--- src/rtl/pixel_normalizer.sv ---
// rtl/pixel_normalizer.sv - buffers a cropped frame and streams it out scaled by full-scale / frame max
// Defining PIXEL_NORM_ROUND_EN selects round-half-up scaling; otherwise the scaled value is truncated.
module pixel_normalizer #(
    parameter int PIXEL_BIT_WIDTH = 10,
    parameter int OUT_ROWS        = 10,
    parameter int OUT_COLS        = 10,
    parameter int OUT_BIT_WIDTH   = 8
) (
    input  logic                       clk,
    input  logic                       reset,
    input  logic                       ap_start,
    output logic                       ap_ready,
    output logic                       ap_done,
    input  logic [PIXEL_BIT_WIDTH-1:0] max_value,
    input  logic                       s_axis_tvalid,
    output logic                       s_axis_tready,
    input  logic [PIXEL_BIT_WIDTH-1:0] s_axis_tdata,
    output logic                       m_axis_tvalid,
    input  logic                       m_axis_tready,
    output logic [OUT_BIT_WIDTH-1:0]   m_axis_tdata,
    output logic                       m_axis_tlast
);
    localparam int N  = OUT_ROWS * OUT_COLS;
    localparam int PW = PIXEL_BIT_WIDTH;
    localparam int OW = OUT_BIT_WIDTH;
    localparam int QW = OW + 16;
    localparam int MW = PW + QW;
    localparam int AW = (N > 1) ? $clog2(N) : 1;
    localparam int CW = $clog2(N + 1);
    localparam int DW = $clog2(QW + 1);
    localparam logic [AW-1:0] LAST_ADDR = AW'(N - 1);
    localparam logic [CW-1:0] N_CNT     = CW'(N);
    localparam logic [CW-1:0] LAST_CNT  = CW'(N - 1);
    localparam logic [DW-1:0] DIV_LAST  = DW'(QW);
    localparam logic [OW-1:0] FULL      = '1;

    typedef enum logic [2:0] {S_IDLE, S_LOAD, S_RECIP, S_STREAM, S_DONE} state_t;
    state_t r_state, w_next;

    logic [AW-1:0] r_wr_addr;
    logic [CW-1:0] r_rd_cnt;
    logic [DW-1:0] r_div_cnt;
    logic [PW-1:0] r_max;
    logic [PW-1:0] r_rem;
    logic [QW-1:0] r_quot;
    logic [PW-1:0] r_mem [0:N-1];
    logic [PW-1:0] r_rd_data;
    logic          r_v1, r_last1, r_v2, r_last2;
    logic [MW-1:0] r_prod;
    logic          r_tvalid, r_tlast;
    logic [OW-1:0] r_tdata;

    logic          w_load_hs, w_adv, w_issue, w_out_hs, w_ge;
    logic [PW:0]   w_shift;
    logic [PW-1:0] w_diff;
    logic [MW:0]   w_biased, w_scaled;
    logic [OW-1:0] w_sat;

    assign w_load_hs = (r_state == S_LOAD) && s_axis_tvalid;
    assign w_adv     = !r_tvalid || m_axis_tready;
    assign w_issue   = (r_state == S_STREAM) && w_adv && (r_rd_cnt != N_CNT);
    assign w_out_hs  = r_tvalid && m_axis_tready;

    // Restoring divider: dividend shifts out of r_quot's top while quotient bits enter at the bottom.
    assign w_shift = {r_rem, r_quot[QW-1]};
    assign w_ge    = (r_max != '0) && (w_shift >= {1'b0, r_max});
    assign w_diff  = w_shift[PW-1:0] - r_max;

`ifdef PIXEL_NORM_ROUND_EN
    assign w_biased = {1'b0, r_prod} + (MW+1)'(32768);
`else
    assign w_biased = {1'b0, r_prod};
`endif
    assign w_scaled = w_biased >> 16;
    assign w_sat    = (|w_scaled[MW:OW]) ? FULL : w_scaled[OW-1:0];

    always_comb begin
        w_next        = r_state;
        ap_ready      = 1'b0;
        ap_done       = 1'b0;
        s_axis_tready = 1'b0;
        case (r_state)
            S_IDLE: begin
                ap_ready = 1'b1;
                if (ap_start) w_next = S_LOAD;
            end
            S_LOAD: begin
                s_axis_tready = 1'b1;
                if (s_axis_tvalid && r_wr_addr == LAST_ADDR) w_next = S_RECIP;
            end
            S_RECIP:  if (r_div_cnt == DIV_LAST) w_next = S_STREAM;
            S_STREAM: if (w_out_hs && r_tlast) w_next = S_DONE;
            S_DONE: begin
                ap_done = 1'b1;
                w_next  = S_IDLE;
            end
            default: w_next = S_IDLE;
        endcase
    end

    always_ff @(posedge clk) begin
        if (reset) begin
            r_state   <= S_IDLE;
            r_wr_addr <= '0;
            r_rd_cnt  <= '0;
            r_div_cnt <= '0;
            r_max     <= '0;
            r_rem     <= '0;
            r_quot    <= '0;
            r_v1      <= 1'b0;
            r_last1   <= 1'b0;
            r_v2      <= 1'b0;
            r_last2   <= 1'b0;
            r_prod    <= '0;
            r_tvalid  <= 1'b0;
            r_tlast   <= 1'b0;
            r_tdata   <= '0;
        end else begin
            r_state <= w_next;
            if (w_load_hs)
                r_wr_addr <= (r_wr_addr == LAST_ADDR) ? '0 : r_wr_addr + AW'(1);
            if (r_state == S_RECIP) begin
                r_div_cnt <= (r_div_cnt == DIV_LAST) ? '0 : r_div_cnt + DW'(1);
                if (r_div_cnt == '0) begin
                    r_max  <= max_value;
                    r_rem  <= '0;
                    r_quot <= {FULL, 16'd0};
                end else begin
                    r_rem  <= w_ge ? w_diff : w_shift[PW-1:0];
                    r_quot <= {r_quot[QW-2:0], w_ge};
                end
            end
            // Leaving STREAM (normally or via DONE) flushes the pipeline so no stale beat survives.
            if (r_state != S_STREAM) begin
                r_rd_cnt <= '0;
                r_v1     <= 1'b0;
                r_last1  <= 1'b0;
                r_v2     <= 1'b0;
                r_last2  <= 1'b0;
                r_tvalid <= 1'b0;
                r_tlast  <= 1'b0;
            end else if (w_adv) begin
                if (w_issue) r_rd_cnt <= r_rd_cnt + CW'(1);
                r_v1     <= w_issue;
                r_last1  <= w_issue && (r_rd_cnt == LAST_CNT);
                r_v2     <= r_v1;
                r_last2  <= r_last1;
                r_prod   <= MW'(r_rd_data) * MW'(r_quot);
                r_tvalid <= r_v2;
                r_tlast  <= r_v2 && r_last2;
                if (r_v2) r_tdata <= w_sat;
            end
        end
    end

    always_ff @(posedge clk) begin
        if (w_load_hs) r_mem[r_wr_addr] <= s_axis_tdata;
        if (w_issue)   r_rd_data <= r_mem[r_rd_cnt[AW-1:0]];
    end

    assign m_axis_tvalid = r_tvalid;
    assign m_axis_tdata  = r_tdata;
    assign m_axis_tlast  = r_tlast;
endmodule

--- config.mk ---
export PLATFORM = sky130hd
export DESIGN_NAME = pixel_normalizer
export DESIGN_NICKNAME = d
export VERILOG_FILES = /design/src/rtl/pixel_normalizer.sv
export SDC_FILE = /design/constraint.sdc
export NUM_CORES = 2
export LEC_CHECK = 0
export CORE_MARGIN = 10
export CORE_UTILIZATION = 60
export DETAILED_ROUTE_END_ITERATION = 6
export PLACE_DENSITY = 0.75
export SLEW_MARGIN = 20
export SYNTH_ARGS = -nofsm -noshare
export SYNTH_HDL_FRONTEND = slang
export SYNTH_SLANG_ARGS = --single-unit
--- constraint.sdc ---
create_clock -name clk -period 6 [get_ports clk]
set_clock_uncertainty 0.2 [all_clocks]
set_input_delay 1.8 -clock clk [delete_from_list [all_inputs] [get_ports clk]]
set_output_delay 1.8 -clock clk [all_outputs]
set_load 0.1 [all_outputs]
; After elaboration in Yosys (flattened, before gate mapping)
; Memory sizes are Yosys's and may differ from the RTL's. A register that Yosys moved wholly into a read port is not among the register bits.
; Index checks and enable logic that the tools add are counted.
[word_totals]
regBits = 114
ramBits = 1000
inputBits = 25
elab_cells = 73
memories = 1
[mem_list]
columns = name, depth, width, rd, rd_ports_with_merged_regs, wr, line_no
row1 = r_mem, 100, 10, 1, 1, 1, 46  ; logic [PW-1:0] r_mem [0:N-1];
[op_classes]
add_sub_neg = 4
mul = 1
n_lt_le_gt_ge = 1
eq_ne = 13
n_mux = 16
bitwise = 1
reduce_logical = 21
[op_table]
columns = operator, n
row1 = $mul A10 B24 Y34, 1
row2 = $mux W24, 1
row3 = $mux W10, 2
row4 = $add A7 B1 Y7 const B, 2
row5 = $eq A7 B7 Y1 const B, 2
row6 = $mux W3, 4
row7 = $pmux W3 S4, 1
row8 = $ge A11 B10 Y1, 1
row9 = $reduce_bool A10 Y1, 1
row10 = $reduce_or A10 Y1, 1
row11 = $sub A10 B10 Y10, 1
row12 = $logic_and A1 B1 Y1, 9
row13 = $mux W8, 1
row14 = $mux W7, 1
row15 = $ne A7 B7 Y1 const B, 1
row16 = $eq A3 B2 Y1 const B, 2
row17 = $reduce_and A2 Y1, 3
row18 = $add A5 B1 Y5 const B, 1
row19 = $eq A5 B5 Y1 const B, 1
row20 = $logic_not A5 Y1, 1
row21 = $mux W1, 5
row22 = $mux W5, 1
row23 = $ne A2 B1 Y1 const B, 2
row24 = $ne A2 B2 Y1 const B, 2
row25 = 10 further kinds, 10

; Logic depth before layout (Yosys ltp)
[depth]
ltp_word = 5
mapped_depth = 21
ltp_nobuf = 20

; Worst setup path before layout
; No wires, ideal clock.
[synth_timing]
kind = reg-to-reg
startpoint = register r_rd_data[1] (read register of r_mem)
endpoint = register r_prod[33]
setup_ps = 74
arrival_ps = 5199
path_slack_ps = 526
stages_incl_launch_ff = 22
path_buffers = 1
synth_period_minus_slack_ps = 5474
cell_sequence = edfxtp_1 -> clkbuf_1 -> nand2_1 -> fa_1 -> inv_1 -> fa_1 -> inv_1 -> fa_1 -> inv_1 -> fa_1 -> inv_1 -> fa_1 -> inv_1 -> ha_1 -> a21o_1 -> a211o_1 -> o211ai_1 -> nand4b_1 -> nand2_1 -> o31ai_1 -> or4_1 -> a31oi_1
[synth_via]
elab_chain_len = 1
[synth_lines]
columns = item, line_no
row1 = start: declaration, 47  ; logic [PW-1:0] r_rd_data;
row2 = $mul A10 B24 Y34, 148  ; r_prod <= MW'(r_rd_data) * MW'(r_quot);
row3 = end signal: assignment, 148
row4 = end: declaration, 49  ; logic [MW-1:0] r_prod;
; Every way passes these cells.
; A chain may end at the register's enable or synchronous reset.

; Final worst setup path
[layout_timing]
startpoint = register r_quot[5]
endpoint = register r_prod[33]
[layout_via]
elab_chain_len = 1
[layout_lines]
columns = item, line_no
row1 = start: declaration, 45  ; logic [QW-1:0] r_quot;
row2 = start signal: assignment, 127  ; r_quot <= {FULL, 16'd0};
row3 = start signal: assignment, 130  ; r_quot <= {r_quot[QW-2:0], w_ge};
row4 = $mul A10 B24 Y34, 148
; Every way passes these cells.

==> out/qor.yml <==
clock_latency_ns: 0.68
startpoint_type: "register"
initial_core_util: 0.607
synth-xor-area-share: 0.00489
fin_crit_ns: 5.73
numPortBuffers: 37
startpoint: "r_quot[5]"
n_antenna_cell: 0
internal_power_mw: 12.1
end_kind: "register"
ios: 38
wl_per_cell_um: 27.0
seqPwrFrac: 0.556
stdcell_area_um2: 55800
arrival_ns: 6.11
netlist_area_um2: 50100
switching_share: 0.198
cp_max_fo: 12
drtIter0Drc: 2688
synthSimpleGateAreaFrac: 0.0566
syn_to_final_growth_pct: 11.4
cts_buffers: 106
synth_edf_count: 1010
vias: 26420
cts_tree: "yes"
rsz0062_at_grt: "false"
vdd_ir_drop_max_v: 0.000323
synth_top_family_by_area: "multiplexers"
num_rows: 105
antenna_found_initial: 1
yosysTopAreaCell: "edfxtp_1"
grt_pass1_wl_mm: 173
cts_sinks: 1108
dr.pass1.iters: 5
cp_top_family: "adder cells"
min_from: "r_last1"
crit_type: "register to register"
die_h_um: 309
path_clk_slew_ns: 0.06
cts-root-buf: "clkbuf_16"
setup_viol: 0
synth_warnings: 0
final_layout_size_suffix_gt1_frac: 0.208
drt-vias-per-instance: 6.35
synth_compound_area_frac: 0.0244
synth-seq-cells: 1108
cts_max_path_buffers: 3
grt_pass1_vias: 27630
syn_avg_cell_area_um2: 17.3
hold_viol: 0
slew_violations: 0
final_nets: 3287
synth_area_leaders: "edfxtp_1 61%, mux4_2 14%, fa_1 7.0%, dfxtp_1 3.9%, ha_1 2.0%"
relSlewSlack: 0.279
synth_top_cells_by_count: "1010 x edfxtp_1, 316 x mux4_2, 189 x inv_1, 187 x nand2_1, 183 x nor2_1"
critPathMaxStageDelay_ns: 0.65
p_leak_nw: 19.0
crit_buf_inv: 3
core-area_um2: 82500
async_flop_share: 0
powerDensity_nw_per_um2: 271
synthCells: 2890
wl_mm: 113
ant_nets: 0
power_switching_mw: 2.99
worstReg2RegStart: "r_quot[5]"
tightest_slew_ns: 1.08
postCtsHoldBufs: 0
path_common_cell: "fa_1"
min_path_type: "register to register"
synth_nets: 3171
period_share: 0.955
path_cells: "nand2_1, fa_1, fa_1, inv_1, fa_1, fa_1, inv_1, fa_1, inv_1, ha_1, a21o_1, a211o_1, o211ai_1, nand4b_1, nand2_1, o31ai_2, or4_1, a31oi_1"
synth-seq-area-share: 0.644
fin_setup_tns_ns: 0
muxShareOfSynthArea: 0.152
max_freq_mhz: 174
cts_htree_levels: 3
clkPwrFrac: 0.431
die_area_um2: 95500
p_comb_frac: 0.013
cp.required_ns: 6.38
fill_cells: 5270
gp_congestion: 0.881
dieWidth_um: 309
synth_ff_type: "edfxtp_1"
holdWs_ns: 0.258
grt_usage: 0.241
synth_cell_types: 61
cap_violations: 0
hpwlAfterDp_mm: 69.1
grt_max_degree: 101
yosysMostFrequentCell: "edfxtp_1"
placed_cell_area_um2: 52200
grt_overflow_total: 0
synth.top_cell.area_share: 0.605
critPathSlowestCell: "dfxtp_1"
synthAdderAreaFrac: 0.0900
status: "completed"
remaining_drc_errors: 0
[per-layer routing]
metal	vias up	global-route usage	share of wire
met3	203	0.0360	0.074
met5	-	0	0.000080
met1	13874	0.336	0.40
met4	2	0.0728	0.031
met2	1123	0.396	0.50
li1	11218	-	-
[path summary, 6_finish.rpt]
kind / to / slack, ns / depth (start not counted)
worst max register to register: r_prod[33] / 0.27 / 18
worst min register to register: r_last1 / 0.26 / 2
worst min-delay path: r_last1 / 0.26 / 2
worst max-delay path: r_prod[33] / 0.27 / 18
[power groups by stage]
| stage | Combinational [mW] | Sequential [mW] | Clock, mW |
|---|---|---|---|
| after global placement | 0.168 | 8.58 | 0 |
| after global routing | 0.205 | 8.41 | 6.90 |
| after CTS | 0.181 | 8.42 | 6.61 |
| after detailed placement | 0.181 | 8.58 | 0 |
| after floorplan | 0.0367 | 8.58 | 0 |
| final | 0.190 | 8.42 | 6.53 |
[repair_timing]
action	4_1_cts	5_1_grt
resized for setup	0	3
endpoints found under the hold margin	0	0
endpoints found under the setup margin	0	4
setup buffers	0	6
[worst min-delay path, stage by stage, from the launching register on]
cell and delay [ns]:
dfxtp_1 0.31, nand2_1 0.05, a21oi_1 0.05
[flip-flops by register name, summed over array words and instances (netlist names), 3 cells and up]
name	flops
r_rd_cnt	7
r_prod	18
m_axis_tdata	8
r_wr_addr	7
r_quot	24
r_div_cnt	5
r_state	3
r_max	10
r_rem	10
r_rd_data	10
r_mem	1000
[cell type report]
cell class / count / area [um2] / area share
flip-flops and latches: 1108 / 32300 / 0.579
well taps: 1070 / 1340 / 0.0240
clock buffers: 128 / 2750 / 0.0492
repair buffers: 168 / 1600 / 0.0286
inverters: 189 / 709 / 0.0127
clock inverters: 65 / 652 / 0.0117
multi-input cells: 1433 / 16500 / 0.295
[cell usage in the layout, fill, tap and decap left out, types with 17 or more instances in the layout]
master and instances:
a21oi_1 51, and2_1 133, buf_4 118, clkbuf_1 21
clkbuf_16 106, clkdlybuf4s50_1 26, clkinv_1 26, clkinv_2 17
dfxtp_1 92, edfxtp_1 1010, fa_1 174, ha_1 82
inv_1 189, mux2i_1 41, mux4_2 316, nand2_1 187
nand3_1 17, nand4_1 19, nor2_1 180, o21ai_0 22
o21ai_1 18
[metrics by stage]
step	utilization	total power, mW	setup WS, ns	std cells
finish	0.677	15.1	0.269	4161
global route	0.677	15.5	0.00395	4161
CTS	0.674	15.2	0.0588	4151
detailed placement	0.633	8.77	0.0859	3958
global placement	0.632	8.75	0.162	3957
floorplan	-	8.62	0.526	2890
[logic make-up after synthesis]
group / count (synthesis)
AO/OA/AOI/OAI: 181
AND/OR/NAND/NOR: 601
multiplexers: 367
adder cells (fa/ha/maj): 256
buffers and inverters: 349
flip-flops: 1108
XOR/XNOR: 28
No activity file was read; power rests on OpenSTA's default activity.
